`config.mk`:
```
export PLATFORM = sky130hd
export DESIGN_NAME = frame_stats
export DESIGN_NICKNAME = d
export VERILOG_FILES = /design/src/rtl/frame_stats.sv
export SDC_FILE = /design/constraint.sdc
export NUM_CORES = 1
export LEC_CHECK = 0
export ABC_CLOCK_PERIOD_IN_PS = 3850
export CORE_MARGIN = 2
export CORE_UTILIZATION = 57
export DETAILED_ROUTE_END_ITERATION = 10
export GPL_TIMING_DRIVEN = 0
export PLACE_DENSITY = 0.8
export SYNTH_ARGS = -nofsm -noshare
export SYNTH_HDL_FRONTEND = slang
export SYNTH_SLANG_ARGS = --single-unit
```
`constraint.sdc`:
```
create_clock -name CLK -period 3.85 [get_ports CLK]
set_input_delay 0.385 -clock CLK [delete_from_list [all_inputs] [get_ports CLK]]
set_output_delay 0.385 -clock CLK [all_outputs]
set_load 0.02 [all_outputs]
```
`src/rtl/frame_stats.sv`:
```
// frame_stats: per-frame min/max/sum/count of qualifying pixels over a COLS x ROWS raster
module frame_stats #(
    parameter int ADC_W       = 14,
    parameter int COLS        = 384,
    parameter int ROWS        = 288,
    parameter bit IGNORE_ZERO = 1'b1,
    parameter int SUM_W       = ADC_W + 17,
    parameter int CNT_W       = 17
) (
    input  logic             CLK,
    input  logic             RST_N,
    input  logic             ENABLE,
    input  logic             FRAME_START,
    input  logic             PIX_VALID,
    input  logic [ADC_W-1:0] IN_ADC,
    output logic [ADC_W-1:0] MIN_OUT,
    output logic [ADC_W-1:0] MAX_OUT,
    output logic [SUM_W-1:0] SUM_OUT,
    output logic [CNT_W-1:0] CNT_OUT,
    output logic             STATS_VALID,
    output logic             BUSY,
    output logic             FRAME_ERR
);
    localparam int CW = $clog2(COLS + 1);
    localparam int RW = $clog2(ROWS + 1);
    typedef enum logic [1:0] {IDLE, ACTIVE, DONE} state_t;
    state_t state, state_nx;
    logic init, take, qual, col_wrap, last_px;
    logic [CW-1:0] col, col_b, col_nx;
    logic [RW-1:0] row, row_b, row_nx;
    logic [ADC_W-1:0] acc_min, min_b, min_nx, acc_max, max_b, max_nx;
    logic [SUM_W-1:0] acc_sum, sum_b, sum_nx;
    logic [CNT_W-1:0] acc_cnt, cnt_b, cnt_nx;
    always_comb begin
        init     = ENABLE && FRAME_START;
        take     = ENABLE && PIX_VALID && (state == ACTIVE || (state == IDLE && FRAME_START));
        qual     = take && (!IGNORE_ZERO || IN_ADC != '0);
        col_b    = init ? '0 : col;
        row_b    = init ? '0 : row;
        min_b    = init ? '1 : acc_min;
        max_b    = init ? '0 : acc_max;
        sum_b    = init ? '0 : acc_sum;
        cnt_b    = init ? '0 : acc_cnt;
        col_wrap = col_b == CW'(COLS - 1);
        last_px  = take && col_wrap && row_b == RW'(ROWS - 1);
        col_nx   = !take ? col_b : col_wrap ? '0 : col_b + CW'(1);
        row_nx   = take && col_wrap ? row_b + RW'(1) : row_b;
        min_nx   = qual && IN_ADC < min_b ? IN_ADC : min_b;
        max_nx   = qual && IN_ADC > max_b ? IN_ADC : max_b;
        sum_nx   = qual ? sum_b + SUM_W'(IN_ADC) : sum_b;
        cnt_nx   = qual ? cnt_b + CNT_W'(1) : cnt_b;
        state_nx = !ENABLE ? IDLE : last_px ? DONE : (init || state == ACTIVE) ? ACTIVE : IDLE;
    end
    always_ff @(posedge CLK) begin
        if (!RST_N) begin
            state       <= IDLE;
            col         <= '0;
            row         <= '0;
            acc_min     <= '0;
            acc_max     <= '0;
            acc_sum     <= '0;
            acc_cnt     <= '0;
            MIN_OUT     <= '0;
            MAX_OUT     <= '0;
            SUM_OUT     <= '0;
            CNT_OUT     <= '0;
            STATS_VALID <= 1'b0;
            BUSY        <= 1'b0;
            FRAME_ERR   <= 1'b0;
        end else begin
            state       <= state_nx;
            col         <= col_nx;
            row         <= row_nx;
            acc_min     <= min_nx;
            acc_max     <= max_nx;
            acc_sum     <= sum_nx;
            acc_cnt     <= cnt_nx;
            BUSY        <= state_nx == ACTIVE;
            STATS_VALID <= state_nx == DONE;
            FRAME_ERR   <= !ENABLE ? 1'b0 : (init && state == ACTIVE) ? 1'b1 : FRAME_ERR;
            // results land with the pulse; an empty frame reports zero, not the all-ones seed
            if (state_nx == DONE) begin
                MIN_OUT <= cnt_nx == '0 ? '0 : min_nx;
                MAX_OUT <= max_nx;
                SUM_OUT <= sum_nx;
                CNT_OUT <= cnt_nx;
            end
        end
    end
endmodule
```
==> results of run 1 <==
## registers in the layout (all words and copies together) (netlist names)
name and cells:
BUSY 1, CNT_OUT 17, FRAME_ERR 1, MAX_OUT 14, MIN_OUT 14, STATS_VALID 1, SUM_OUT 31, acc_cnt 17
acc_max 14, acc_min 14, acc_sum 31, col 9, row 9, state 2
## power groups by stage
| stage | sequential [W] | clock [W] | combinational (W) |
|---|---|---|---|
| final | 0.00184 | 0.00168 | 0.000426 |
| after global routing | 0.00184 | 0.00176 | 0.000463 |
| after CTS | 0.00184 | 0.00169 | 0.000416 |
| after detailed placement | 0.00188 | 0 | 0.000409 |
| after global placement | 0.00188 | 0 | 0.000401 |
| after floorplan | 0.00188 | 0 | 0.000279 |
## worst min path at each step
stage                     cells after the start                  endpoint  slack [ns]
final                                         3    FRAME_ERR$_SDFFE_PN0P_        0.24
after global routing                          3    FRAME_ERR$_SDFFE_PN0P_        0.27
after CTS                                     3    FRAME_ERR$_SDFFE_PN0P_        0.24
after detailed placement                      2  CNT_OUT[13]$_SDFFE_PN0P_        0.45
after global placement                        2   CNT_OUT[5]$_SDFFE_PN0P_        0.44
after floorplan                               2         row[7]$_SDFF_PN0_        0.46
## repair_timing
item,in CTS,in global routing
buffers inserted,0,0
setup endpoints to repair,90,12
pin swaps,1,0
gates resized for setup,12,4
## kinds of logic after synthesis
kind of cell,count (synthesis),share of synthesized area [%]
muxes,37,4.506
and+or+nand+nor,401,22.10
xor gates and xnor gates,45,4.354
adders and majority gates,45,6.303
buffers and inverters,89,4.934
DFF,175,38.70
AOI/OAI and AO/OA,252,19.10
## cell type report
class,instances,area [µm²]
clock buffers,23,488.0
plain buffers,60,346.6
inverters,28,105.1
well taps,216,270.3
flip-flops and latches,175,3503
fillers,1268,4822
repair buffers,95,949.7
clock inverters,8,81.33
multi-input cells,780,5146
## cells in the final DEF (no fill, tap or decap), types with 23 or more instances in the layout
| master | netlist | layout |
|---|---|---|
| clkdlybuf4s50_1 | 0 | 94 |
| nor2_1 | 123 | 123 |
| a211oi_1 | 30 | 28 |
| clkbuf_1 | 40 | 34 |
| xnor2_1 | 29 | 29 |
| and2_1 | 35 | 35 |
| nand4_1 | 23 | 23 |
| o21ai_0 | 61 | 61 |
| dfxtp_1 | 175 | 175 |
| a21oi_1 | 64 | 63 |
| inv_1 | 27 | 27 |
| nor3_1 | 26 | 26 |
| nand2_1 | 103 | 103 |
| ha_1 | 44 | 44 |
| mux2_2 | 27 | 27 |
## worst min-delay path, delay by kind of cell
kind	cells	cell delay (ns)
AO/OA/AOI/OAI	1	0.07
AND/OR/NAND/NOR	1	0.07
buffers and inverters	1	0.11
## per-layer routing
metal  wire, µm  share of wire [%]  track usage [%]  vias up
li1           -                  -                -     3955
met1      11200                 44            41.06     3886
met2      11640                 46            49.80      310
met3       1607                6.4            5.658       61
met4        770                3.1            12.65        0
met5          0                  0                0        -
## per-stage QoR
step                      instance area (µm²)  setup TNS (ns)  total power (W)  hold slack, ns  util (%)
after CTS                               10870               0         0.003945          0.2422     69.21
after floorplan                          9052               0         0.002161          0.4581         -
final                                   10890               0         0.003952          0.2429     69.31
after global routing                    10890               0         0.004068          0.2730     69.31
after detailed placement                10270          -72.34         0.002292          0.4465     65.38
after global placement                  10270          -73.45         0.002283          0.4397     65.38
==> results.cfg, run 1 <==
[status]
status = complete, no violations

[clock_tree]
ctsHoldBuffers = 0
clkTransAtPathRegs_ns = 0.06
cts_tree = yes
cts.root.buffer_cell = clkbuf_16
cts_htree_levels = 4
clock_path_buffers = 2
clock_sinks = 175
cts_buffers = 17
clk_latency_ns = 0.44

[detailed_routing]
via_per_inst = 5.929
ant_nets = 0
first_iter_violations = 731
routed_wl_um = 25220
wl_per_cell_um = 18.21
drcViolationCount = 0
first_pass_iters = 5
vias = 8212

[cells_and_area]
drive_gt1_share_pct = 11.38
diodes = 0
syn_to_final_growth_pct = 20.30
instances_no_fill = 1385
final_nets = 1221

[synthesis]
yosys.cell_count.top_type = dfxtp_1
synth_commonest_cells = dfxtp_1 (175), nor2_1 (123), nand2_1 (103), a21oi_1 (64), o21ai_0 (61)
synth_area_mm2 = 0.009052
synth_flop_cell = dfxtp_1
syn_inst = 1044
synthTopCellsByArea = dfxtp_1 (39%), ha_1 (6.1%), nor2_1 (5.1%)
syn_area_per_cell_um2 = 8.671
synth-seq-area-share_pct = 38.70
yosys.area.top_type = dfxtp_1
synth-async-reset-ratio_pct = 0
synth-edff-count = 0
ys_warn_count = 0
yosysTopAreaCellShare_pct = 38.70
synth.distinct_cells = 81
ys_ff_latch = 175
syn-num-nets = 1108

[worst_setup_path]
worst-path-stages = 14
crit_start = ENABLE
path_class = in2reg
cpPeakStageDelay_ns = 0.56
end_kind = register
path_cells = dlygate4sd2_1 > nand2_1 > buf_6 > clkbuf_2 > clkbuf_2 > and2_1 > ha_1 > nand3_2 > nor4_2 > and2_1 > buf_6 > clkbuf_1 > o21ai_0 > a21oi_1
arrival_ns = 4.03
cpMaxStageDelayCell = nor4_2
r2r-end = MIN_OUT[7]$_SDFFE_PN0P_
cp.required_ns = 4.21
cp-start-kind = input pin
cpLargestDelayFamily = buffers and inverters
worst-path-buf-inv = 6
cp_max_fo = 10
crit_end = MAX_OUT[12]$_SDFFE_PN0P_
reg2reg_from = acc_cnt[0]$_SDFF_PN0_
reg2reg_slack_ns = 0.67
reg2regPathDepth = 11

[grt]
antenna_found_initial = 0
grt_usage_pct = 30.89
grt-ovfl-total = 0
grt_pass1_wl_um = 40610
grt_start_max_net_pins = 17
grt_pass1_vias = 7952

[sta]
rsz0062_at_grt = false
hold_violations = 0
fin_skew_ns = 0.008021
setup_viol = 0
slew_violations = 0
min_period_over_period_pct = 95.15
period_needed_ns = 3.663
relSlewSlack_pct = 51.82
max_freq_mhz = 273.0
fin_ws_ns = 0.1868
worst_pin_slew_ns = 0.7227

[run]
max_cap_violations = 0

[floorplanning]
initial_core_util_pct = 57.61
dieArea_mm2 = 0.01691
core_mm2 = 0.01571
dieHeight_um = 130.0
ioPinCount = 98
die_w_um = 130.0
rows = 46

[power]
power_switching_w = 0.001001
p_leak_nw = 3.904
power_frac_comb_pct = 10.8
p_int_w = 0.002951
power.share.clock_pct = 42.6
powerDensity_mw_per_mm2 = 362.9
seqPwrFrac_pct = 46.6
p_sw_share_pct = 25.33
vdd_ir_drop_max_uv = 349.8

[place]
dp_hpwl_um = 18380
post-place-ws_ns = -0.8503
globalplace.congestion = 0.9573
port_buffers = 95
dp.cells = 1355

[hold_path]
min_from = FRAME_START
hold_path_class = in2reg
No activity file was read; power rests on OpenSTA's default activity.
==> inputs of run 2 (changes only) <==
CTS_CLUSTER_DIAMETER = 100   (was default)
==> results of run 2 <==
Final layout, timing and power as in run 1 (identical DEF).
